==> config.mk <==
export PLATFORM = sky130hd
export DESIGN_NAME = adc_scan_sequencer
export DESIGN_NICKNAME = d
export VERILOG_FILES = /design/src/rtl/adc_scan_sequencer.sv
export SDC_FILE = /design/constraint.sdc
export NUM_CORES = 1
export LEC_CHECK = 0
export ABC_CLOCK_PERIOD_IN_PS = 2600
export BUFFER_PORTS_ARGS = -buffer_cell sky130_fd_sc_hd__buf_2
export CORE_MARGIN = 4
export CORE_UTILIZATION = 40
export CTS_CLUSTER_DIAMETER = 80
export CTS_CLUSTER_SIZE = 8
export DETAILED_ROUTE_END_ITERATION = 8
export GPL_TIMING_DRIVEN = 0
export SYNTH_ARGS = -nofsm -noshare
export SYNTH_HDL_FRONTEND = slang
export SYNTH_SLANG_ARGS = --single-unit
==> constraint.sdc <==
create_clock -name clk -period 2.6 [get_ports clk]
set_input_delay 0.26 -clock clk [delete_from_list [all_inputs] [get_ports clk]]
set_output_delay 0.26 -clock clk [all_outputs]
set_load 0.02 [all_outputs]
==> src/rtl/adc_scan_sequencer.sv <==
// Multi-channel ADC scan sequencer: mux select, settle wait, discard, power-of-two
// averaging and valid/ready hand-off of channel-tagged results with an ADC watchdog.
module adc_scan_sequencer #(
    parameter int unsigned NCH      = 4,
    parameter int unsigned CHW      = 2,
    parameter int unsigned SETTLE   = 16,
    parameter int unsigned DISCARD  = 1,
    parameter int unsigned LOG2_AVG = 2,
    parameter int unsigned TIMEOUT  = 255
) (
    input  logic           clk,
    input  logic           rst,
    input  logic           run,
    input  logic [NCH-1:0] chan_mask,
    input  logic           clr_err,
    output logic [CHW-1:0] mux_sel,
    output logic           adc_enable,
    input  logic [15:0]    adc_data,
    input  logic           adc_newdata,
    output logic [15:0]    out_data,
    output logic [CHW-1:0] out_chan,
    output logic           out_valid,
    input  logic           out_ready,
    output logic           busy,
    output logic           err_timeout
);

    localparam int unsigned NAVG = 1 << LOG2_AVG;
    localparam int unsigned AW   = 16 + LOG2_AVG;
    localparam int unsigned SW   = (SETTLE < 2) ? 1 : $clog2(SETTLE);
    localparam int unsigned TW   = $clog2(TIMEOUT + 1);
    localparam int unsigned NW   = 8;

    typedef enum logic [1:0] {
        S_IDLE,
        S_SETTLE,
        S_ACQ,
        S_OUTPUT
    } state_t;

    state_t         state_q;
    logic [CHW-1:0] mux_q;
    logic           adc_en_q;
    logic [15:0]    out_data_q;
    logic [CHW-1:0] out_chan_q;
    logic           out_valid_q;
    logic           err_q;
    logic [SW-1:0]  set_cnt_q;
    logic [TW-1:0]  wdog_q;
    logic [NW-1:0]  smp_q;
    logic [AW-1:0]  acc_q;

    logic [AW-1:0]  sum_d;
    logic [15:0]    avg_d;
    logic [CHW-1:0] pick_first_d;
    logic [CHW-1:0] pick_next_d;
    logic           got_first;
    logic           got_next;

    always_comb begin
        sum_d = acc_q + AW'(adc_data);
        avg_d = 16'(sum_d >> LOG2_AVG);
    end

    // Next channel is the lowest set bit above mux_q; with none above, wrap to the lowest set bit.
    always_comb begin
        pick_first_d = '0;
        pick_next_d  = '0;
        got_first    = 1'b0;
        got_next     = 1'b0;
        for (int unsigned i = 0; i < NCH; i++) begin
            if (chan_mask[i] && !got_first) begin
                pick_first_d = CHW'(i);
                got_first    = 1'b1;
            end
            if (chan_mask[i] && !got_next && (i > 32'(mux_q))) begin
                pick_next_d = CHW'(i);
                got_next    = 1'b1;
            end
        end
        if (!got_next) begin
            pick_next_d = pick_first_d;
        end
    end

    always_ff @(posedge clk or posedge rst) begin
        if (rst) begin
            state_q     <= S_IDLE;
            mux_q       <= '0;
            adc_en_q    <= 1'b0;
            out_data_q  <= '0;
            out_chan_q  <= '0;
            out_valid_q <= 1'b0;
            err_q       <= 1'b0;
            set_cnt_q   <= '0;
            wdog_q      <= '0;
            smp_q       <= '0;
            acc_q       <= '0;
        end else begin
            // A timeout in the same cycle overrides this clear further down.
            if (clr_err) begin
                err_q <= 1'b0;
            end
            case (state_q)
                S_IDLE: begin
                    adc_en_q <= 1'b0;
                    if (run && (chan_mask != '0)) begin
                        mux_q     <= pick_first_d;
                        set_cnt_q <= '0;
                        smp_q     <= '0;
                        acc_q     <= '0;
                        state_q   <= S_SETTLE;
                    end
                end
                S_SETTLE: begin
                    adc_en_q <= 1'b0;
                    if (set_cnt_q == SW'(SETTLE - 1)) begin
                        adc_en_q <= 1'b1;
                        wdog_q   <= '0;
                        state_q  <= S_ACQ;
                    end else begin
                        set_cnt_q <= set_cnt_q + 1'b1;
                    end
                end
                S_ACQ: begin
                    if (adc_newdata) begin
                        wdog_q <= '0;
                        if (smp_q < NW'(DISCARD)) begin
                            smp_q <= smp_q + 1'b1;
                        end else if (smp_q == NW'(DISCARD + NAVG - 1)) begin
                            out_data_q  <= avg_d;
                            out_chan_q  <= mux_q;
                            out_valid_q <= 1'b1;
                            adc_en_q    <= 1'b0;
                            state_q     <= S_OUTPUT;
                        end else begin
                            acc_q <= sum_d;
                            smp_q <= smp_q + 1'b1;
                        end
                    end else if (wdog_q == TW'(TIMEOUT - 1)) begin
                        err_q    <= 1'b1;
                        adc_en_q <= 1'b0;
                        state_q  <= S_IDLE;
                    end else begin
                        wdog_q <= wdog_q + 1'b1;
                    end
                end
                S_OUTPUT: begin
                    adc_en_q <= 1'b0;
                    if (out_ready) begin
                        out_valid_q <= 1'b0;
                        if (run && (chan_mask != '0)) begin
                            mux_q     <= pick_next_d;
                            set_cnt_q <= '0;
                            smp_q     <= '0;
                            acc_q     <= '0;
                            state_q   <= S_SETTLE;
                        end else begin
                            state_q <= S_IDLE;
                        end
                    end
                end
                default: state_q <= S_IDLE;
            endcase
        end
    end

    assign mux_sel     = mux_q;
    assign adc_enable  = adc_en_q;
    assign out_data    = out_data_q;
    assign out_chan    = out_chan_q;
    assign out_valid   = out_valid_q;
    assign err_timeout = err_q;
    assign busy        = (state_q != S_IDLE);

endmodule

**After elaboration in Yosys (flattened, before gate mapping)**

Index checks and enable logic that the tools add are counted.

- Input port bits: 26
- Logic and storage cells: 133
- Output and inout port bits: 24
- Flip-flop bits (word level): 63

- Bitwise logic cells: 1
- Eq/ne operators: 20
- Add/sub/neg operators: 4
- Reduce and logical (&&, ||, !) cells: 32
- Multiplexer cells: 61
- $lt $le $gt $ge: 4

Operators by type and width:

| kind | number |
|---|---|
| 18-bit two-way mux | 5 |
| 8-bit two-way mux | 8 |
| 18-bit case mux with 3 select lines | 1 |
| 2-bit two-way mux | 15 |
| 8-bit case mux with 3 select lines | 1 |
| 1-bit two-way mux | 22 |
| 18-bit by 16-bit adder with 18-bit output | 1 |
| 2-bit inequality test (second input constant) | 9 |
| 8-bit by 1-bit adder with 8-bit output (second input constant) | 2 |
| 8-bit case mux with 2 select lines | 1 |
| 3-bit inequality test (second input constant) | 5 |
| 4-bit two-way mux | 3 |
| 4-bit case mux with 3 select lines | 1 |
| 4-bit AND reduction | 3 |
| 5-bit AND reduction | 2 |
| 1-bit logical AND | 9 |
| 3-bit AND reduction | 3 |
| 8-bit by 3-bit == test with 1-bit output (second input constant) | 1 |
| 8-bit == test (second input constant) | 1 |
| 8-bit by 1-bit less-than comparator with 1-bit output (second input constant) | 1 |
| 2-bit case mux with 4 select lines | 1 |
| 2-bit nonzero test | 4 |
| 6-bit AND reduction | 1 |
| 3-bit nonzero test | 2 |
| 14 further kinds | 20 |

**Depth between registers and ports, before layout**

- Depth in word-level cells: 15
- Gate-level depth with buffers: 10
- Gate-level depth less buffers: 10

**Worst setup path after synthesis**

No wires, ideal clock.

- Path kind: reg2reg
- Start point: register acc_q[9]
- End point: register out_data_q[10] (netlist: out_data[10])
- Clock period less this slack: 2.157 ns
- Required time: 2.475 ns
- Arrival: 2.032 ns
- Slack: 0.443 ns
- Stages on the path, launching flop included: 10
- Setup time: 0.125 ns
- Cells stage by stage: dfrtp_1 ha_1 clkbuf_1 a21o_1 a31oi_1 nor2_1 a211oi_1 nand2_1 xor2_1 mux2_2

- Cells in the longest elaborated chain, start to end: 1

Ends and longest elaborated chain:

| item | RTL line | text |
|---|---|---|
| start: declaration | 51 | `logic [AW-1:0] acc_q;` |
| start signal: assignment | 137 | `acc_q <= sum_d;` |
| 18-bit by 16-bit adder with 18-bit output | 61 | `sum_d = acc_q + AW'(adc_data);` |
| end signal: assignment | 131 | `out_data_q <= avg_d;` |
| end: declaration | 44 | `logic [15:0] out_data_q;` |

No other way between the ends.
A chain may end at the register's enable or synchronous reset.

**Final worst setup path**

- Start point: register acc_q[4]
- End point: register out_data_q[13] (netlist: out_data[13])

The elaborated chain is that of the path after synthesis.

==> results <==
- The flow ran to the end, and the final reports show no timing, DRC or antenna violations.
- The aggregate global routing overflow is 0.
- The count of buffers added on input and output ports is 49.
- The cell sitting at the root of the clock tree is a sky130_fd_sc_hd__clkbuf_8.
- For the worst setup path, the data required time is 2.82 ns.
- After clock tree synthesis, the clock-pin slew on the worst setup and hold paths is 0.07 ns.
- Summed over all nets, the half-perimeter wirelength after detailed placement is 6420 um.
- The number of placed instances, taps included is between 500 and 600.
- Of all nets on the critical path, the largest fanout is 5.
- The TritonCTS clock tree is yes.
- Setup repair after global routing left no endpoint under its margin.
- The fraction of the mapped netlist area in adder cells is under 10%.
- In this run the post-CTS setup repair buffer count came out at 0.
- The DRC violation count after routing is 0.
- The number of standard cells after synthesis is 393.
- The post-synthesis sequential element count is 63.
- The post-layout instance count excluding filler cells is 566.
- The final-report setup violation count is 0.
- The number of enable-type register cells in the synthesized netlist is 0.
- For this block, the routed nets add up to 8580 um of wire.
- The CTS H-tree depth is 3.
- After floorplanning, the core was sized to cover 8810 um^2.
- The CTS sink count is 63.
- The longest clock path from root to sink contains 2 buffers.
- The total count of hold-check failures in the final report came to 0.
- The fraction of synthesized area in multiplexers is ~2.4%.
- Across the run, the number of max-cap violations was 0.
- The most used flip-flop cell after synthesis is sky130_fd_sc_hd__dfrtp_1.
- The number of standard-cell rows in the floorplan is 34.
- For this design the ratio of total power to cell area is approximately 610 nW/um^2.
- The arrival time at the worst endpoint is roughly 2.6 ns.
- After Yosys synthesis, and, or, nand and nor cells account for 19.0% of the synthesized area.
- After detailed routing, the number of vias per cell comes to 5.37.
- After layout, the minimum clock period comes to 2.39 ns.
- The cell area after layout is 4270 um^2.
- The share of the Yosys chip area taken by registers is 43.0%.
- The clock skew is about 0.0066 ns.
- Clock latency on the worst-skew pair, taken at its later pin, is ~0.34 ns.
- The post-synth net total is approximately 440.
- The startpoint of the worst-slack reg-to-reg timing path is acc_q[4].
- The die boundary height is between 100 and 150 um.
- The complex-gate fraction of the synthesized area is around a fifth.
- The number of antenna diodes is 0.
- The I/O pin count is 50.
- The horizontal die dimension is 104 um.
- The share of final-layout standard cells stronger than drive strength 1 is 19.2%.
- The largest net degree at the start of global routing is 33.
- The number of antenna-violating nets in the routed design is 0.
- For the pin with the worst max-slew slack, the measured transition is between 0.7 and 0.8 ns.
- The hold buffer count at CTS is 0.
- The floorplan step defined a die boundary enclosing between 10000 and 15000 um^2.
- In the final design database the tool counted between 500 and 600 nets.
- By area, the combinational part of the netlist is dominated by simple AND/OR/NAND/NOR gates.
- The worst setup path is of the flip-flop to flip-flop kind.
- Cells fill 48.4% of the core in the end.
- The first routing iteration left 121 violations.
- The worst hold-check path type is input port to async pin.
- In this run the tightest slew margin relative to its limit is between 50 and 60%.
- In the final routed layout, each cell accounts on average for 15.2 um.
- The via count of the first global-routing pass was about 3000.
- In this run the mean area of a mapped cell was 9.32 um^2.
- The launch point of the critical path is acc_q[4].
- The number of filler instances in the final layout is 842.
- The count of cell types in the netlist is 56.
- Global routing used 16.6% of the available tracks across all layers.
- Gates resized during post-CTS repair numbered 0.
- STA classifies the critical path endpoint as a flip-flop.
- The top achievable clock speed is 0.419 GHz.
- The cell area that synthesis handed to floorplanning was 3660 um^2.
- The first global-routing pass estimated 14700 um of wire.
- Hold timing on the final database bottoms out at a slack of 0.0337 ns.
- For this run, the number of Yosys warnings is 0.
- Counting flops with an async set or reset pin after synthesis yields a share of 100%.
- Across all layers, the routed design uses 3039 vias.
- The first detailed-routing pass ran for 4 iterations.
- The number of antenna violations at the first check in global routing is 0.
- The worst setup path is launched from a flip-flop.
- The cell area after placement is 4060 um^2.
- The routability congestion estimate is 0.808.
- Across the VDD grid, the largest voltage drop is around 0.00038 V.
- The area added between synthesis and finish is 16.5%.
- The post-route fraction of the period consumed by the critical path is about nine tenths.
- The synthesized netlist devotes between 5 and 6% of its cell area to XOR and XNOR gates.
- The leakage power summed over all cells is around 2.1 nW.
- Counting the buffers created by CTS gives 9.
- The starting density of the core is between 40% and 50%.
- The count of pins over their slew limit is 0.
where the power goes:
| group | internal, W | switching, W |
|---|---|---|
| logic | 0.000229 | 0.000362 |
| registers | 0.00107 | 0.0000892 |
| clock network | 0.000489 | 0.000375 |
| total | 0.00179 | 0.000826 |
critical path: stages (launching register included):
cell and delay [ns]:
sky130_fd_sc_hd__dfrtp_1 0.39, sky130_fd_sc_hd__ha_1 0.35, sky130_fd_sc_hd__a21o_1 0.22, sky130_fd_sc_hd__a31o_1 0.20
sky130_fd_sc_hd__o21ai_2 0.23, sky130_fd_sc_hd__o211ai_1 0.20, sky130_fd_sc_hd__a221oi_2 0.30, sky130_fd_sc_hd__xnor2_1 0.12
sky130_fd_sc_hd__mux2_2 0.26
path summary, 6_finish.rpt:
path                                     end  depth (start not counted)  slack (ns)
worst max-delay path            out_data[13]                          8        0.21
worst min-delay path              mux_sel[0]                          2        0.03
worst max register to register  out_data[13]                          8        0.21
worst min register to register   out_data[1]                          2        0.48
max in group asynchronous           smp_q[6]                          3        1.95
min in group clk                 err_timeout                          2        0.10
placed cells by master, fill, tap and decap left out, drive strengths merged, types with 3 or more instances in the layout:
| cell | synthesis | routed |
|---|---|---|
| buf | 4 | 54 |
| mux2 | 6 | 6 |
| nand4 | 11 | 11 |
| nand2 | 56 | 56 |
| a21o | 4 | 4 |
| clkbuf | 6 | 18 |
| nor3 | 5 | 5 |
| a22o | 13 | 13 |
| ha | 21 | 21 |
| inv | 17 | 17 |
| xor2 | 16 | 16 |
| nor2b | 6 | 6 |
| and3 | 6 | 6 |
| a21oi | 23 | 23 |
| a211oi | 3 | 3 |
| xnor2 | 9 | 9 |
| o211ai | 4 | 4 |
| and2 | 3 | 3 |
| a31oi | 5 | 5 |
| o21a | 3 | 3 |
| dfrtp | 63 | 63 |
| o21ai | 29 | 29 |
| nand3 | 12 | 12 |
| nor2 | 37 | 37 |
| nand2b | 4 | 4 |
stage by stage:
stage | TNS (ns) | worst slack (ns) | power, W
after floorplan | 0 | 0.443 | 0.00159
after global placement | -6.84 | -0.112 | 0.00175
after detailed placement | 0 | 0.113 | 0.00177
after CTS | 0 | 0.0599 | 0.00265
after global routing | 0 | 0.0632 | 0.00278
final | 0 | 0.213 | 0.00261
per-layer routing:
metal | vias up | part of all wire (%) | global-route usage [%]
met2 | 64 | 49 | 28.2
met3 | 8 | 3.9 | 4.48
met1 | 1451 | 46 | 21.1
li1 | 1516 | - | -
met5 | - | 0 | 0
met4 | 0 | 0.91 | 3.99
area by class of cell:
| type | count | area [um^2] | share of cell area (%) |
|---|---|---|---|
| Inverter | 17 | 63.8 | 1.50 |
| Clock inverter | 3 | 42.5 | 0.997 |
| Multi-Input combinational cell | 303 | 1980 | 46.4 |
| Timing Repair Buffer | 50 | 265 | 6.22 |
| Clock buffer | 12 | 155 | 3.64 |
| Tap cell | 108 | 135 | 3.17 |
| Buffer | 10 | 47.5 | 1.11 |
| Sequential cell | 63 | 1580 | 37.0 |
cell usage after synthesis, drive strengths merged, types with 2 or more instances:
master	count	share of area, %
a31oi	5	1.0
nor2	37	3.8
buf	4	0.68
nand4	11	1.9
a21o	4	0.82
a22o	13	3.1
o22ai	2	0.51
inv	17	1.7
dfrtp	63	43
o211ai	4	0.82
nand2	56	5.7
nor2b	6	1.0
o21a	3	0.61
mux2i	2	0.55
clkbuf	6	0.61
xor2	16	3.8
a21oi	23	3.6
xnor2	9	2.2
nand2b	4	0.68
mux2	6	1.8
and2	3	0.51
a211oi	3	0.61
or3	2	0.34
o32ai	2	0.48
ha	21	7.2
o21ai	29	4.1
and3	6	1.0
or2	2	0.34
nand3	12	1.6
nor3	5	0.99
flip-flops by register name (all words and copies together), names as in the netlist:
register     count
wdog_q           8
out_data        16
smp_q            8
state_q          2
err_timeout      1
out_chan         2
adc_enable       1
out_valid        1
acc_q           18
mux_sel          2
set_cnt_q        4
cell families (layout without fill, tap and decap cells):
kind of cell | count (synthesis) | after routing
DFF | 63 | 63
buffers and inverters | 27 | 92
and+or+nand+nor | 148 | 148
muxes | 8 | 8
adders and majority gates | 22 | 22
xor gates and xnor gates | 25 | 25
AOI/OAI and AO/OA | 100 | 100
Note: power is estimated with default switching activity, not from simulation.
